===== src/rtl/stdp_weight_scheduler_pkg.sv =====
// stdp_ctrl_pkg: shared types for the STDP weight-update scheduler.
//   dir_e      : update direction (DIR_DEC=0, DIR_INC=1)
//   pend_t     : one-deep pending slot {v, dir}
//   DROP_CNT_W : width of the filtered-update counter
package stdp_ctrl_pkg;

  typedef enum logic {
    DIR_DEC = 1'b0,
    DIR_INC = 1'b1
  } dir_e;

  typedef struct packed {
    logic v;
    dir_e dir;
  } pend_t;

  localparam int DROP_CNT_W = 8;

endpackage


===== src/rtl/stdp_weight_scheduler_rr_arbiter.sv =====
// rr_arbiter: combinational round-robin picker.
//   req     in  N        request vector
//   ptr     in  IW       highest-priority index this cycle
//   gnt     out N        one-hot grant (zero when no request)
//   gnt_idx out IW       index of the granted requester
//   gnt_vld out 1        any grant this cycle
// The pointer register lives in the caller.
module rr_arbiter #(
  parameter  int N  = 8,
  localparam int IW = (N > 1) ? $clog2(N) : 1
) (
  input  logic [N-1:0]  req,
  input  logic [IW-1:0] ptr,
  output logic [N-1:0]  gnt,
  output logic [IW-1:0] gnt_idx,
  output logic          gnt_vld
);

  logic [IW:0]   sum;
  logic [IW-1:0] j;

  // Scan from ptr upward with wrap; the first hit wins.
  always_comb begin
    gnt     = '0;
    gnt_idx = '0;
    gnt_vld = 1'b0;
    sum     = '0;
    j       = '0;
    for (int k = 0; k < N; k++) begin
      sum = {1'b0, ptr} + (IW+1)'(k);
      if (sum >= (IW+1)'(N)) sum = sum - (IW+1)'(N);
      j = sum[IW-1:0];
      if (!gnt_vld && req[j]) begin
        gnt_vld = 1'b1;
        gnt[j]  = 1'b1;
        gnt_idx = j;
      end
    end
  end

endmodule


===== src/rtl/stdp_weight_scheduler.sv =====
// stdp_weight_scheduler: funnels per-synapse STDP inc/dec requests into
// single-cycle, one-hot pulses for a bank of saturating weight counters.
//   clk, rst_n      clock / synchronous active-low reset
//   upd_en          gate issue (capture continues when low)
//   req_valid/dir   per-synapse request, dir 1 = inc, 0 = dec
//   weight_in       current weights, synapse i at [i*W +: W]
//   cnt_inc/dec     registered one-hot pulses to the counter bank
//   busy            any slot pending or pulse in flight
//   ovf             sticky: a same-direction request collided with a slot
//   drop_cnt        saturating count of filtered updates
// Optional: define STDP_SAT_FILTER_EN to drop updates that would push a
// weight past its saturation bound (drop_cnt tied 0 otherwise).
module stdp_weight_scheduler
  import stdp_ctrl_pkg::*;
#(
  parameter int N_SYN = 8,
  parameter int W     = 3
) (
  input  logic                  clk,
  input  logic                  rst_n,
  input  logic                  upd_en,
  input  logic [N_SYN-1:0]      req_valid,
  input  logic [N_SYN-1:0]      req_dir,
  input  logic [N_SYN*W-1:0]    weight_in,
  output logic [N_SYN-1:0]      cnt_inc,
  output logic [N_SYN-1:0]      cnt_dec,
  output logic                  busy,
  output logic                  ovf,
  output logic [DROP_CNT_W-1:0] drop_cnt
);

  localparam int PW = $clog2(N_SYN);

  pend_t [N_SYN-1:0]         pend_q, pend_d;
  logic  [PW-1:0]            rr_ptr;
  logic  [N_SYN-1:0]         elig, gnt;
  logic  [PW-1:0]            gnt_idx;
  logic                      gnt_vld;
  dir_e                      gnt_dir;
  logic                      sat;
  logic                      ovf_set;
  logic  [N_SYN-1:0][W-1:0]  w_arr;

  assign w_arr = weight_in;

  // A synapse with a pulse on the wire is held off one cycle so the
  // weight seen at grant already reflects that pulse.
  always_comb begin
    elig = '0;
    for (int i = 0; i < N_SYN; i++)
      elig[i] = pend_q[i].v & upd_en & ~cnt_inc[i] & ~cnt_dec[i];
  end

  rr_arbiter #(.N(N_SYN)) u_arb (
    .req     (elig),
    .ptr     (rr_ptr),
    .gnt     (gnt),
    .gnt_idx (gnt_idx),
    .gnt_vld (gnt_vld)
  );

  assign gnt_dir = pend_q[gnt_idx].dir;

`ifdef STDP_SAT_FILTER_EN
  logic [DROP_CNT_W-1:0] drop_q;

  assign sat = gnt_vld &&
               ((gnt_dir == DIR_INC) ? (w_arr[gnt_idx] == {W{1'b1}})
                                     : (w_arr[gnt_idx] == '0));

  always_ff @(posedge clk) begin
    if (!rst_n)
      drop_q <= '0;
    else if (sat && drop_q != {DROP_CNT_W{1'b1}})
      drop_q <= drop_q + 1'b1;
  end

  assign drop_cnt = drop_q;
`else
  logic unused_w;
  assign unused_w = ^w_arr;
  assign sat      = 1'b0;
  assign drop_cnt = '0;
`endif

  // Slot update. A grant consumes the old content first, so a request
  // landing on a granted slot simply reloads it.
  always_comb begin
    pend_d  = pend_q;
    ovf_set = 1'b0;
    for (int i = 0; i < N_SYN; i++) begin
      if (gnt[i]) pend_d[i].v = 1'b0;
      if (req_valid[i]) begin
        if (gnt[i] || !pend_q[i].v) begin
          pend_d[i].v   = 1'b1;
          pend_d[i].dir = dir_e'(req_dir[i]);
        end else if (pend_q[i].dir == dir_e'(req_dir[i])) begin
          ovf_set = 1'b1;
        end else begin
          pend_d[i].v = 1'b0;
        end
      end
    end
  end

  always_ff @(posedge clk) begin
    if (!rst_n) begin
      pend_q  <= '0;
      rr_ptr  <= '0;
      cnt_inc <= '0;
      cnt_dec <= '0;
      ovf     <= 1'b0;
    end else begin
      pend_q  <= pend_d;
      cnt_inc <= (gnt_vld && !sat && gnt_dir == DIR_INC) ? gnt : '0;
      cnt_dec <= (gnt_vld && !sat && gnt_dir == DIR_DEC) ? gnt : '0;
      if (ovf_set) ovf <= 1'b1;
      if (gnt_vld)
        rr_ptr <= (gnt_idx == PW'(N_SYN-1)) ? '0 : gnt_idx + 1'b1;
    end
  end

  always_comb begin
    busy = |cnt_inc | |cnt_dec;
    for (int i = 0; i < N_SYN; i++) busy = busy | pend_q[i].v;
  end

endmodule


===== config.mk =====
export PLATFORM = sky130hd
export DESIGN_NAME = stdp_weight_scheduler
export DESIGN_NICKNAME = d
export VERILOG_FILES = /design/src/rtl/stdp_weight_scheduler_pkg.sv /design/src/rtl/stdp_weight_scheduler_rr_arbiter.sv /design/src/rtl/stdp_weight_scheduler.sv
export SDC_FILE = /design/constraint.sdc
export NUM_CORES = 1
export LEC_CHECK = 0
export ABC_AREA = 1
export CAP_MARGIN = 15
export CORE_MARGIN = 5
export CORE_UTILIZATION = 23
export DETAILED_ROUTE_END_ITERATION = 6
export GPL_ROUTABILITY_DRIVEN = 0
export PLACE_DENSITY = 0.39
export SYNTH_ARGS = -nofsm -noshare
export SYNTH_HDL_FRONTEND = slang
export SYNTH_SLANG_ARGS = --single-unit

===== constraint.sdc =====
create_clock -name clk -period 5.7 [get_ports clk]
set_input_delay 1.14 -clock clk [delete_from_list [all_inputs] [get_ports clk]]
set_output_delay 1.14 -clock clk [all_outputs]
set_load 0.01 [all_outputs]

-- After elaboration in Yosys (flattened, before gate mapping)
Index checks and enable logic that the tools add are counted.
- bits in registers: 36
- memory bits (read-only): 0
- memory bits (writable): 0
- memories kept: 0
- bits in latches: 0
- word-level logic and storage cells: 310
- output and inout port bits: 26
- magnitude comparators: 25
- bitwise operators: 57
- shifts and indexed selects: 0
- mux-type cells: 131
- div/mod/pow operators: 0
- add/subtract/negate cells: 16
- equality and inequality tests: 9
- multiply operators: 0
- reduce and logical (&&, ||, !) cells: 52
- operators by type and width (operator ; count):
    two-way mux 1 bit ; 81
    two-way mux 8 bit ; 8
    OR 8 bit ; 7
    two-way mux 3 bit ; 17
    less-than comparator 3 x 4 -> 1 bit (second input constant) ; 9
    >= comparator 4 bit (second input constant) ; 7
    bitwise AND 1 bit ; 24
    binary-select mux 1 bit (select 3 bit) ; 8
    demux 1 bit (select 3 bit) ; 8
    >= comparator 3 x 1 -> 1 bit (second input constant) ; 8
    subtractor 3 x 1 -> 3 bit (second input constant) ; 8
    AND reduction 2 bit ; 10
    logical AND 1 bit ; 17
    NOT 1 bit ; 17
    adder 3 x 3 -> 4 bit (second input constant) ; 4
    two-way mux 2 bit ; 8
    OR reduction 8 bit ; 2
    zero test 1 bit ; 15
    OR 1 bit ; 9
    adder 3 x 2 -> 4 bit (second input constant) ; 2
    equality test 1 bit ; 8
    logical OR 1 bit ; 8
    binary-select mux 2 bit (select 3 bit) ; 1
    adder 3 x 1 -> 4 bit (second input constant) ; 1
    other kinds (3) ; 3

-- Longest topological paths before layout
Gate-level depths: netlist (run 1).
- depth after elaboration: 51
- depth in mapped cells: 24

-- Modules after synthesis
A second synthesis (run 1) with hierarchy kept.
- cell total of the unflattened synthesis: 548
- area, all modules: 3259.4 um2
- by module, submodules not included (module ; area each (um2) ; instances ; cells each ; sequential area each (um2)):
    stdp_weight_scheduler ; 1710.4 ; 1 ; 243 ; 720.7
    rr_arbiter ; 1549.0 ; 1 ; 305 ; 0.0

-- Worst setup path after synthesis (run 1)
OpenSTA, ideal clock, no wires.
- path type: register to register
- from: register rr_ptr[0]
- to: register rr_ptr[0]
- required time: 5629 ps
- cell stages (with the launch flop): 24
- setup time: 71 ps
- arrival time: 3342 ps
- setup slack: 2287 ps
- period minus slack after synthesis: 3413 ps
- buffers on the path: 5
- path through: dfxtp_1 buf_6 inv_4 buf_6 clkbuf_1 ha_1 buf_2 inv_1 buf_2 nand3_1 nand2_1 nand2_1 nand2_4 inv_2 nand3_1 nor2_1 nor2_1 nand3_1 nor2_2 nor2_4 ha_1 ha_1 or2_2 a21oi_1
- word-level cells in the longest chain between the ends: 28
- elaborated cells between the ends (all ways): 80
- classes of those cells: 16 x add/sub; 8 x order compare; 1 x eq/ne; 41 x mux; 14 x reduce/logical
- ends and longest elaborated chain (element ; RTL line ; source):
    from (decl) ; stdp_weight_scheduler.sv:35 ; logic [PW-1:0] rr_ptr;
    from (signal assigned) ; stdp_weight_scheduler.sv:119 ; rr_ptr <= (gnt_idx == PW'(N_SYN-1)) ? '0 : gnt_idx + 1'b1;
    branches (longest 28 deep; another with adder 3 x 1 -> 4 bit) ; n/a ;
Several ways; the timed one is not identified. The select of a mux whose other input is x is not followed.
A chain may end at the register's enable or synchronous reset.

-- Final worst setup path (run 1)
- from: input upd_en
- to: register rr_ptr[0]
- word-level cells in the longest chain between the ends: 29
- elaborated cells between the ends (all ways): 73
- classes of those cells: 1 x add/sub; 1 x eq/ne; 33 x mux; 24 x bitwise; 14 x reduce/logical
- ends and longest elaborated chain (element ; RTL line ; source):
    from (decl) ; stdp_weight_scheduler.sv:21 ; input logic upd_en,
    bitwise AND 1 bit (3 in a row) ; stdp_weight_scheduler.sv:51 ; elig[i] = pend_q[i].v & upd_en & ~cnt_inc[i] & ~cnt_dec[i];
    binary-select mux 1 bit (select 3 bit) ; stdp_weight_scheduler_rr_arbiter.sv:33 ; if (!gnt_vld && req[j]) begin
    two-way mux 1 bit (implied by the code) ; stdp_weight_scheduler_rr_arbiter.sv:33 ;
    two-way mux 1 bit ; stdp_weight_scheduler_rr_arbiter.sv:33 ;
    zero test 1 bit ; stdp_weight_scheduler_rr_arbiter.sv:33 ;
    logical AND 1 bit ; stdp_weight_scheduler_rr_arbiter.sv:33 ;
    two-way mux 1 bit ; stdp_weight_scheduler_rr_arbiter.sv:33 ;
    zero test 1 bit ; stdp_weight_scheduler_rr_arbiter.sv:33 ;
    [... 11 more ...] ; n/a ;
    zero test 1 bit ; stdp_weight_scheduler_rr_arbiter.sv:33 ;
    logical AND 1 bit ; stdp_weight_scheduler_rr_arbiter.sv:33 ;
    two-way mux 1 bit ; stdp_weight_scheduler_rr_arbiter.sv:33 ;
    zero test 1 bit ; stdp_weight_scheduler_rr_arbiter.sv:33 ;
    logical AND 1 bit ; stdp_weight_scheduler_rr_arbiter.sv:33 ;
    two-way mux 3 bit ; stdp_weight_scheduler_rr_arbiter.sv:33 ;
    adder 3 x 1 -> 3 bit / equality test 3 bit (equally long branches) ; stdp_weight_scheduler.sv:119 ;
    two-way mux 3 bit ; stdp_weight_scheduler.sv:119 ;
Several ways; a longest one is shown, not always the timed one. The select of a mux whose other input is x is not followed.

==> results.json, run 1 <==
{
  "synth-compound-area-share": 0.0675,
  "cts_tree": "yes",
  "fp.dieH_um": 131,
  "crit_path_end_kind": "flop",
  "ir_drop_uv": 257,
  "fmax_mhz": 214,
  "wl_mm": 12.2,
  "area_growth_pct": 18.2,
  "p_leak_nw": 1.76,
  "dr.pass1.iters": 5,
  "num-nets-final": 622,
  "status": "completed",
  "hold_viol": 0,
  "crit_required_ns": 5.91,
  "synth_xor_area_frac": 0.0207,
  "synthDominantCellAreaShare": 0.213,
  "antenna_left": 0,
  "num_io_pins": 69,
  "cts-root-buf": "clkbuf_16",
  "fin_crit_sh": 0.819,
  "postSynthCellCount": 543,
  "synth_edf_count": 0,
  "layout_commonest_cell": "nand2_1",
  "fin_setup_tns_ns": 0,
  "fp.dieArea_sq_um": 17300,
  "path_max_fanout": 13,
  "syn_area_per_cell_sq_um": 6.24,
  "r2r_slack_ns": 1.38,
  "p_per_area_nw_per_um2": 754,
  "initial_core_util": 0.234,
  "slew_headroom": 0.559,
  "viasPerCell": 4.75,
  "design.core.area_sq_um": 14500,
  "critPathMaxStageDelay_ns": 0.53,
  "dpl_worst_slack_ns": 0.751,
  "cp-start-kind": "input port",
  "setup-violations-final": 0,
  "grt_first_pass_wirelength_mm": 19.2,
  "synth_area_leaders": "dfxtp_1 (21%), nand2_1 (14%), nand3_1 (13%)",
  "num_antenna_cells": 0,
  "synth_seq_cells": 36,
  "min_period_ns": 4.67,
  "seq_area_frac_synth": 0.213,
  "cts_num_sinks": 36,
  "numCtsBuffers": 5,
  "arrival_ns": 4.88,
  "num_vias": 3590,
  "critical_path_class": "input port to flop",
  "drive_gt1_frac": 0.122,
  "overflow": 0,
  "rows": 44,
  "setup_slack_ns": 1.03,
  "maxSlewViolCount": 0,
  "clk_latency_ns": 0.28,
  "yosys_warnings": 0,
  "dp_hpwl_mm": 9.56,
  "grt_usage": 0.138,
  "h-tree-depth": 2,
  "yosysUniqueCellTypes": 45,
  "synth_top_area_cell": "dfxtp_1",
  "synth_mux_area_frac": 0,
  "synthArstFlopShare": 0,
  "dp.cells": 748,
  "drtIter0Drc": 219,
  "syn_area_sq_um": 3390,
  "grt_max_degree": 29,
  "io_buffers": 36,
  "antenna_found_initial": 0,
  "hold_buffers": 0,
  "synth-main-ff-cell": "dfxtp_1",
  "path_clk_slew_ns": 0.06,
  "fin_worst_skew_ns": 0.00285,
  "clockBufferDepth": 2,
  "synthAdderAreaFrac": 0.0295,
  "rsz0062_at_grt": "false",
  "ctsResizeCount": 0,
  "final_cells": 756,
  "cp_slowest_cell": "clkdlybuf4s50_1",
  "hold_class": "flop to flop",
  "fp.dieW_um": 131,
  "tightest_slew_ns": 0.659,
  "drcViolationCount": 0,
  "synth_top_family_by_area": "simple AND/OR/NAND/NOR gates",
  "cts_setup_buffers": 0,
  "grt_pass1_vias": 3460,
  "wl_per_cell_um": 16.1,
  "drv_cap": 0,
  "cp_cell_sequence": "clkdlybuf4s50_1 > nand2_1 > inv_2 > nand3_1 > nand3_1 > nand3_1 > nand2_2 > nor2_4 > nand4_4 > nor2_4 > nand3_2 > nor2_2 > nor2_4 > ha_1 > ha_1 > or2_2 > a21oi_1",
  "final_cell_mix": "nand2_1 (128), nand3_1 (85), nor2_1 (58)",
  "synth-simple-area-share": 0.553
}
==> power by group <==
group / switching (mW) / internal (mW)
Sequential: 0.0765 / 0.323
Clock: 0.104 / 0.206
Combinational: 1.62 / 0.696
Total: 1.80 / 1.23
==> worst paths after layout <==
| check | startpoint | to | depth (start not counted) |
|---|---|---|---|
| setup / recovery | upd_en | rr_ptr[0] | 17 |
| hold reg to reg | pend_q[0] | pend_q[0] | 2 |
| setup reg to reg | rr_ptr[0] | rr_ptr[0] | 16 |
| hold / removal | pend_q[0] | pend_q[0] | 2 |
==> Yosys cell counts (2+ instances only) <==
master	number
nand4_1	18
buf_6	7
inv_1	44
or2_1	2
o21bai_1	2
nor2_2	14
or2_0	4
nor2_1	58
a21oi_1	20
o21ai_0	9
nand3b_1	4
o211ai_1	2
buf_4	9
nand2_4	4
xnor2_1	6
nand4_2	2
o21ai_1	2
buf_2	5
nand2_2	7
ha_1	8
xor2_1	2
nand2_1	128
inv_2	8
clkbuf_1	3
nand3_2	10
nor2_4	6
nand3_1	85
nor4_1	6
dfxtp_1	36
nor3_1	17
==> flip-flops by register name, summed over array words and instances, names as in the netlist <==
name and cells:
pend_q 16, cnt_dec 8, cnt_inc 8, rr_ptr 3, ovf 1
==> critical path: cells and delay by family <==
family / cells / cell delay (ns)
AND/OR/NAND/NOR: 12 / 2.66
buffers and inverters: 2 / 0.58
AO/OA/AOI/OAI: 1 / 0.11
adder cells (fa/ha/maj): 2 / 0.35
==> final cells by class <==
class | instances | area, sq um
fill | 1634 | 10500
inverter | 54 | 205
tap | 184 | 230
timing repair buffer | 39 | 383
sequential | 36 | 721
multi-input combinational | 435 | 2300
clock buffer | 6 | 129
clock inverter | 2 | 35.0
==> kinds of logic (layout without fill, tap and decap cells) <==
| logic type | Yosys count | in the layout |
|---|---|---|
| AND/OR/NAND/NOR | 371 | 371 |
| adder cells (fa/ha/maj) | 8 | 8 |
| XOR/XNOR | 8 | 8 |
| buffers and inverters | 79 | 101 |
| flip-flops | 36 | 36 |
| other | 1 | 8 |
| AO/OA/AOI/OAI | 40 | 40 |
==> per-stage QoR <==
| stage | total power, mW | utilization | area, sq um | hold WS (ns) |
|---|---|---|---|---|
| final | 3.02 | 0.277 | 4010 | 0.491 |
| after CTS | 3.05 | 0.277 | 4010 | 0.492 |
| after detailed placement | 2.73 | 0.265 | 3840 | 0.483 |
| after floorplan | 2.13 | - | 3420 | 0.464 |
| after global placement | 2.73 | 0.265 | 3840 | 0.489 |
| after global routing | 3.33 | 0.277 | 4010 | 0.510 |
==> metal layers <==
metal / track usage / vias up / wire (um)
li1: - / 1835 / -
met1: 0.192 / 1645 / 5890
met2: 0.222 / 95 / 5530
met3: 0.0214 / 15 / 531
met4: 0.0406 / 0 / 229
met5: 0 / - / 0
Note: power is estimated with default switching activity, not from simulation.
==> run 2: changes to the inputs <==
Settings changed: PLACE_DENSITY 0.39 to 0.41.
Clock period 5.7 ns to 3.86 ns, I/O delays scaled along.
==> results.json, run 2 (synthesized netlist as in run 1, its figures left out) <==
{
  "fp.dieH_um": 131,
  "min_from": "pend_q[0]",
  "drive_gt1_frac": 0.155,
  "antenna_found_initial": 0,
  "setup_slack_ns": 0.301,
  "crit_path_end_kind": "flop",
  "final_core_util": 0.288,
  "hold_buffers": 0,
  "status": "completed",
  "grt_first_pass_wirelength_mm": 19.3,
  "ir_drop_uv": 334,
  "fin_worst_skew_ns": 0.00597,
  "initial_core_util": 0.234,
  "critical_path_class": "input port to flop",
  "drcViolationCount": 0,
  "num-fill-cells": 1618,
  "holdWs_ns": 0.505,
  "largest_reg_flops": 16,
  "dpl_cell_area_sq_um": 4000,
  "hold_viol": 0,
  "layout_commonest_cell": "nand2_1",
  "num_vias": 3663,
  "rows": 44,
  "hold_class": "flop to flop",
  "rsz0062_at_grt": "false",
  "viasPerCell": 4.71,
  "design.core.area_sq_um": 14500,
  "final_cells": 777,
  "fp.dieArea_sq_um": 17300,
  "wl_mm": 11.9,
  "wl_per_cell_um": 15.3,
  "maxSlewViolCount": 0,
  "fin_crit_sh": 0.922,
  "hold_end": "pend_q[0]",
  "reg_top3": "pend_q x16, cnt_dec x8, cnt_inc x8",
  "numCtsBuffers": 5,
  "dp_hpwl_mm": 9.77,
  "path_max_fanout": 8,
  "whs_path_depth": 2,
  "dp.cells": 769,
  "largest-register": "pend_q",
  "setup-violations-final": 0,
  "cp-start-kind": "input port",
  "cp_top_family": "simple AND/OR/NAND/NOR gates",
  "finalInstanceArea_sq_um": 4170,
  "drv_cap": 0,
  "clk_latency_ns": 0.28,
  "p_per_area_nw_per_um2": 1130,
  "overflow": 0,
  "drtIter0Drc": 251,
  "ff2ff_path_depth": 16,
  "io_buffers": 36,
  "min_period_ns": 3.56,
  "area_growth_pct": 23.0,
  "fin_setup_tns_ns": 0,
  "cp_cell_sequence": "clkdlybuf4s50_1 > nand2_1 > inv_1 > nand3_1 > nand3_1 > nand3_2 > nand2_2 > nor2_4 > nand4_4 > nor2_4 > nand3_2 > nor2_2 > nor2_4 > ha_1 > ha_1 > or2_2 > a21oi_1",
  "fp.dieW_um": 131,
  "critPathMaxStageDelay_ns": 0.54,
  "h-tree-depth": 2,
  "power.total_mw": 4.70,
  "clockBufferDepth": 2,
  "grt_pass1_vias": 3585,
  "tightest_slew_ns": 0.512,
  "p_leak_nw": 1.86,
  "arrival_ns": 3.77,
  "cts_num_sinks": 36,
  "cts_setup_buffers": 0,
  "dr.pass1.iters": 4,
  "crit_required_ns": 4.07,
  "slew_headroom": 0.659,
  "r2r_slack_ns": 0.48,
  "crit_buf_inv": 2,
  "dpl_worst_slack_ns": 0.0316,
  "cp_slowest_cell": "clkdlybuf4s50_1",
  "critical_path_depth": 17,
  "fmax_mhz": 281,
  "reg2reg_to": "rr_ptr[0]",
  "num_antenna_cells": 0,
  "critPathMostFrequentCell": "nor2_4",
  "grt_usage": 0.136,
  "grt_max_degree": 25,
  "antenna_left": 0,
  "num_io_pins": 69,
  "ctsResizeCount": 0,
  "final_cell_mix": "nand2_1 (128), nand3_1 (85), nor2_1 (58)",
  "cts-root-buf": "clkbuf_16",
  "num-nets-final": 643,
  "cts_tree": "yes",
  "path_clk_slew_ns": 0.06,
  "r2r-start": "rr_ptr[0]"
}
-- run 2: changes by cell type in the layout (fill, tap and decap cells not counted) --
cell,previous run,this run
clkinvlp_4,0,1
buf_4,3,24
clkbuf_1,1,0
-- run 2: worst min-delay path, cell delays in order, from the launching register on --
cell	delay (ns)
dfxtp_1	0.33
nand2_1	0.07
a21oi_1	0.05
-- run 2: layer usage --
layer  GRT usage  wire (um)
met5           0          0
met4      0.0377        242
met3      0.0153        721
met2       0.226       5490
met1       0.185       5410
-- run 2: power by group --
group / switching [mW] / internal, mW / leakage [nW]
Clock: 0.155 / 0.303 / 0.0798
Combinational: 2.42 / 1.23 / 1.48
Sequential: 0.115 / 0.477 / 0.295
-- run 2: worst max path at each step --
| stage | from | endpoint | slack [ns] |
|---|---|---|---|
| 4_1_cts | upd_en | rr_ptr[0] | 0.32 |
| 3_5_place_dp | upd_en | rr_ptr[0] | 0.03 |
| 3_3_place_gp | upd_en | rr_ptr[0] | 0.06 |
| 5_1_grt | upd_en | pend_q[0] | 0.02 |
| 6_report | upd_en | rr_ptr[0] | 0.30 |
| 2_1_floorplan | rr_ptr[0] | rr_ptr[0] | 0.45 |
-- run 2: layout make-up --
| class | count | area (sq um) | area share |
|---|---|---|---|
| Timing Repair Buffer | 60 | 541 | 0.130 |
| Tap cell | 184 | 230 | 0.0552 |
| Clock inverter | 3 | 42.5 | 0.0102 |
| Sequential cell | 36 | 721 | 0.173 |
| Clock buffer | 5 | 125 | 0.0300 |
| Inverter | 54 | 205 | 0.0492 |
| Multi-Input combinational cell | 435 | 2300 | 0.553 |
==> run 3: changes to the inputs <==
Settings changed: GPL_TIMING_DRIVEN from default to 0.
==> results.json, run 3 (synthesized netlist as in run 1, its figures left out) <==
{
  "status": "completed",
  "num_vias": 3700,
  "antenna_found_initial": 0,
  "holdWs_ns": 0.512,
  "final_cells": 776,
  "grt_pass1_vias": 3589,
  "dp_hpwl_mm": 9.92,
  "pwr-share-comb": 0.785,
  "hold_viol": 0,
  "initial_core_util": 0.234,
  "p_per_area_nw_per_um2": 1120,
  "io_buffers": 35,
  "ctsResizeCount": 0,
  "grt_first_pass_wirelength_mm": 19.6,
  "num_io_pins": 69,
  "layout_commonest_cell": "nand2_1",
  "setup-violations-final": 0,
  "cts_tree": "yes",
  "final_cell_mix": "nand2_1 (128), nand3_1 (83), nor2_1 (58)",
  "cts_num_sinks": 36,
  "cts_setup_buffers": 0,
  "drive_gt1_frac": 0.154,
  "dp.cells": 769,
  "path_clk_slew_ns": 0.06,
  "p_leak_nw": 1.85,
  "drcViolationCount": 0,
  "crit_required_ns": 4.07,
  "reg_top3": "pend_q x16, cnt_dec x8, cnt_inc x8",
  "cp_cell_sequence": "buf_6 > inv_4 > buf_6 > ha_1 > buf_2 > inv_1 > buf_6 > nand3_1 > nand2_1 > nand2_1 > nand2_4 > inv_2 > nand3_2 > nor2_1 > nor2_1 > nand3_2 > nor2_2 > nor2_4 > ha_1 > ha_1 > or2_2 > a21oi_1",
  "cts-root-buf": "clkbuf_16",
  "path_max_fanout": 19,
  "ir_drop_uv": 326,
  "viasPerCell": 4.77,
  "hold_buffers": 0,
  "drtIter0Drc": 262,
  "power.total_mw": 4.64,
  "largest-register": "pend_q",
  "area_growth_pct": 22.7,
  "h-tree-depth": 2,
  "maxSlewViolCount": 0,
  "setup_slack_ns": 0.304,
  "dpl_worst_slack_ns": -0.385,
  "ff2ff_path_depth": 22,
  "hold_class": "flop to flop",
  "p_sw_mw": 2.76,
  "p_int_mw": 1.88,
  "min_period_ns": 3.56,
  "drv_cap": 0,
  "fp.dieArea_sq_um": 17300,
  "pwr-share-seq": 0.127,
  "clockBufferDepth": 2,
  "arrival_ns": 3.76,
  "crit_path_end_kind": "flop",
  "grt_max_degree": 20,
  "clk_latency_ns": 0.28,
  "cp_top_family": "simple AND/OR/NAND/NOR gates",
  "fp.dieH_um": 131,
  "wl_mm": 12.3,
  "fmax_mhz": 281,
  "crit_buf_inv": 7,
  "num-nets-final": 642,
  "dr.pass1.iters": 5,
  "whs_path_depth": 2,
  "p_clk_frac": 0.088,
  "fin_crit_sh": 0.921,
  "grt_usage": 0.139,
  "cp_slowest_cell": "dfxtp_1",
  "numCtsBuffers": 5,
  "overflow": 0,
  "antenna_left": 0,
  "fin_worst_skew_ns": 0.00653,
  "largest_reg_flops": 16,
  "final_core_util": 0.287,
  "critPathMaxStageDelay_ns": 0.34,
  "design.core.area_sq_um": 14500,
  "num_antenna_cells": 0,
  "netSwitchingFraction": 0.594,
  "tightest_slew_ns": 0.660,
  "slew_headroom": 0.558,
  "critical_path_class": "flop to flop",
  "wl_per_cell_um": 15.8,
  "rsz0062_at_grt": "false",
  "critical_path_depth": 22,
  "fp.dieW_um": 131,
  "rows": 44,
  "cp-start-kind": "flop"
}
## run 3: cell count changes in the layout (fill, tap and decap cells not counted)
cell / change
buf_4: -14
buf_1: +1
buf_2: +3
buf_6: +8
bufinv_16: -1
nand3_2: +2
clkbuf_1: +2
inv_6: +1
nand3_1: -2
clkdlybuf4s50_1: -1
## run 3: final cells by class
cell class | instances | area, sq um
clock inverter | 3 | 21.3
fill | 1633 | 10300
tap | 184 | 230
clock buffer | 5 | 125
sequential | 36 | 721
buffer | 24 | 191
multi-input combinational | 435 | 2310
timing repair buffer | 35 | 350
inverter | 54 | 205
## run 3: power by group through the flow
stage,Combinational (mW),Sequential (mW),Clock (mW)
floorplan,2.57,0.583,0
global route,4.02,0.603,0.436
CTS,3.60,0.590,0.422
detailed placement,3.59,0.597,0
finish,3.64,0.590,0.408
global placement,3.62,0.597,0
## run 3: path summary, 6_finish.rpt
check,from,end,slack (ns)
worst min register to register,pend_q[12],pend_q[12],0.51
worst min-delay path,pend_q[12],pend_q[12],0.51
worst max-delay path,rr_ptr[0],rr_ptr[0],0.30
worst max register to register,rr_ptr[0],rr_ptr[0],0.30
## run 3: routing by layer
metal  track usage  up-vias  wire, um
li1              -     1868         -
met1         0.192     1706      5880
met2         0.226      106      5670
met3        0.0176       20       518
met4        0.0406        0       235
met5             0        -         0
## run 3: worst register-to-register path, delay by kind of cell, from the launching register on
family | cells | cell delay [ns]
and+or+nand+nor | 11 | 1.38
DFF | 1 | 0.34
AOI/OAI and AO/OA | 1 | 0.12
adders and majority gates | 3 | 0.67
buffers and inverters | 7 | 0.99
## run 3: metrics by stage
step / area, sq um / TNS (ns)
floorplan: 3420 / 0
global placement: 4000 / -5.75
detailed placement: 4000 / -4.49
CTS: 4140 / 0
global route: 4160 / 0
finish: 4160 / 0
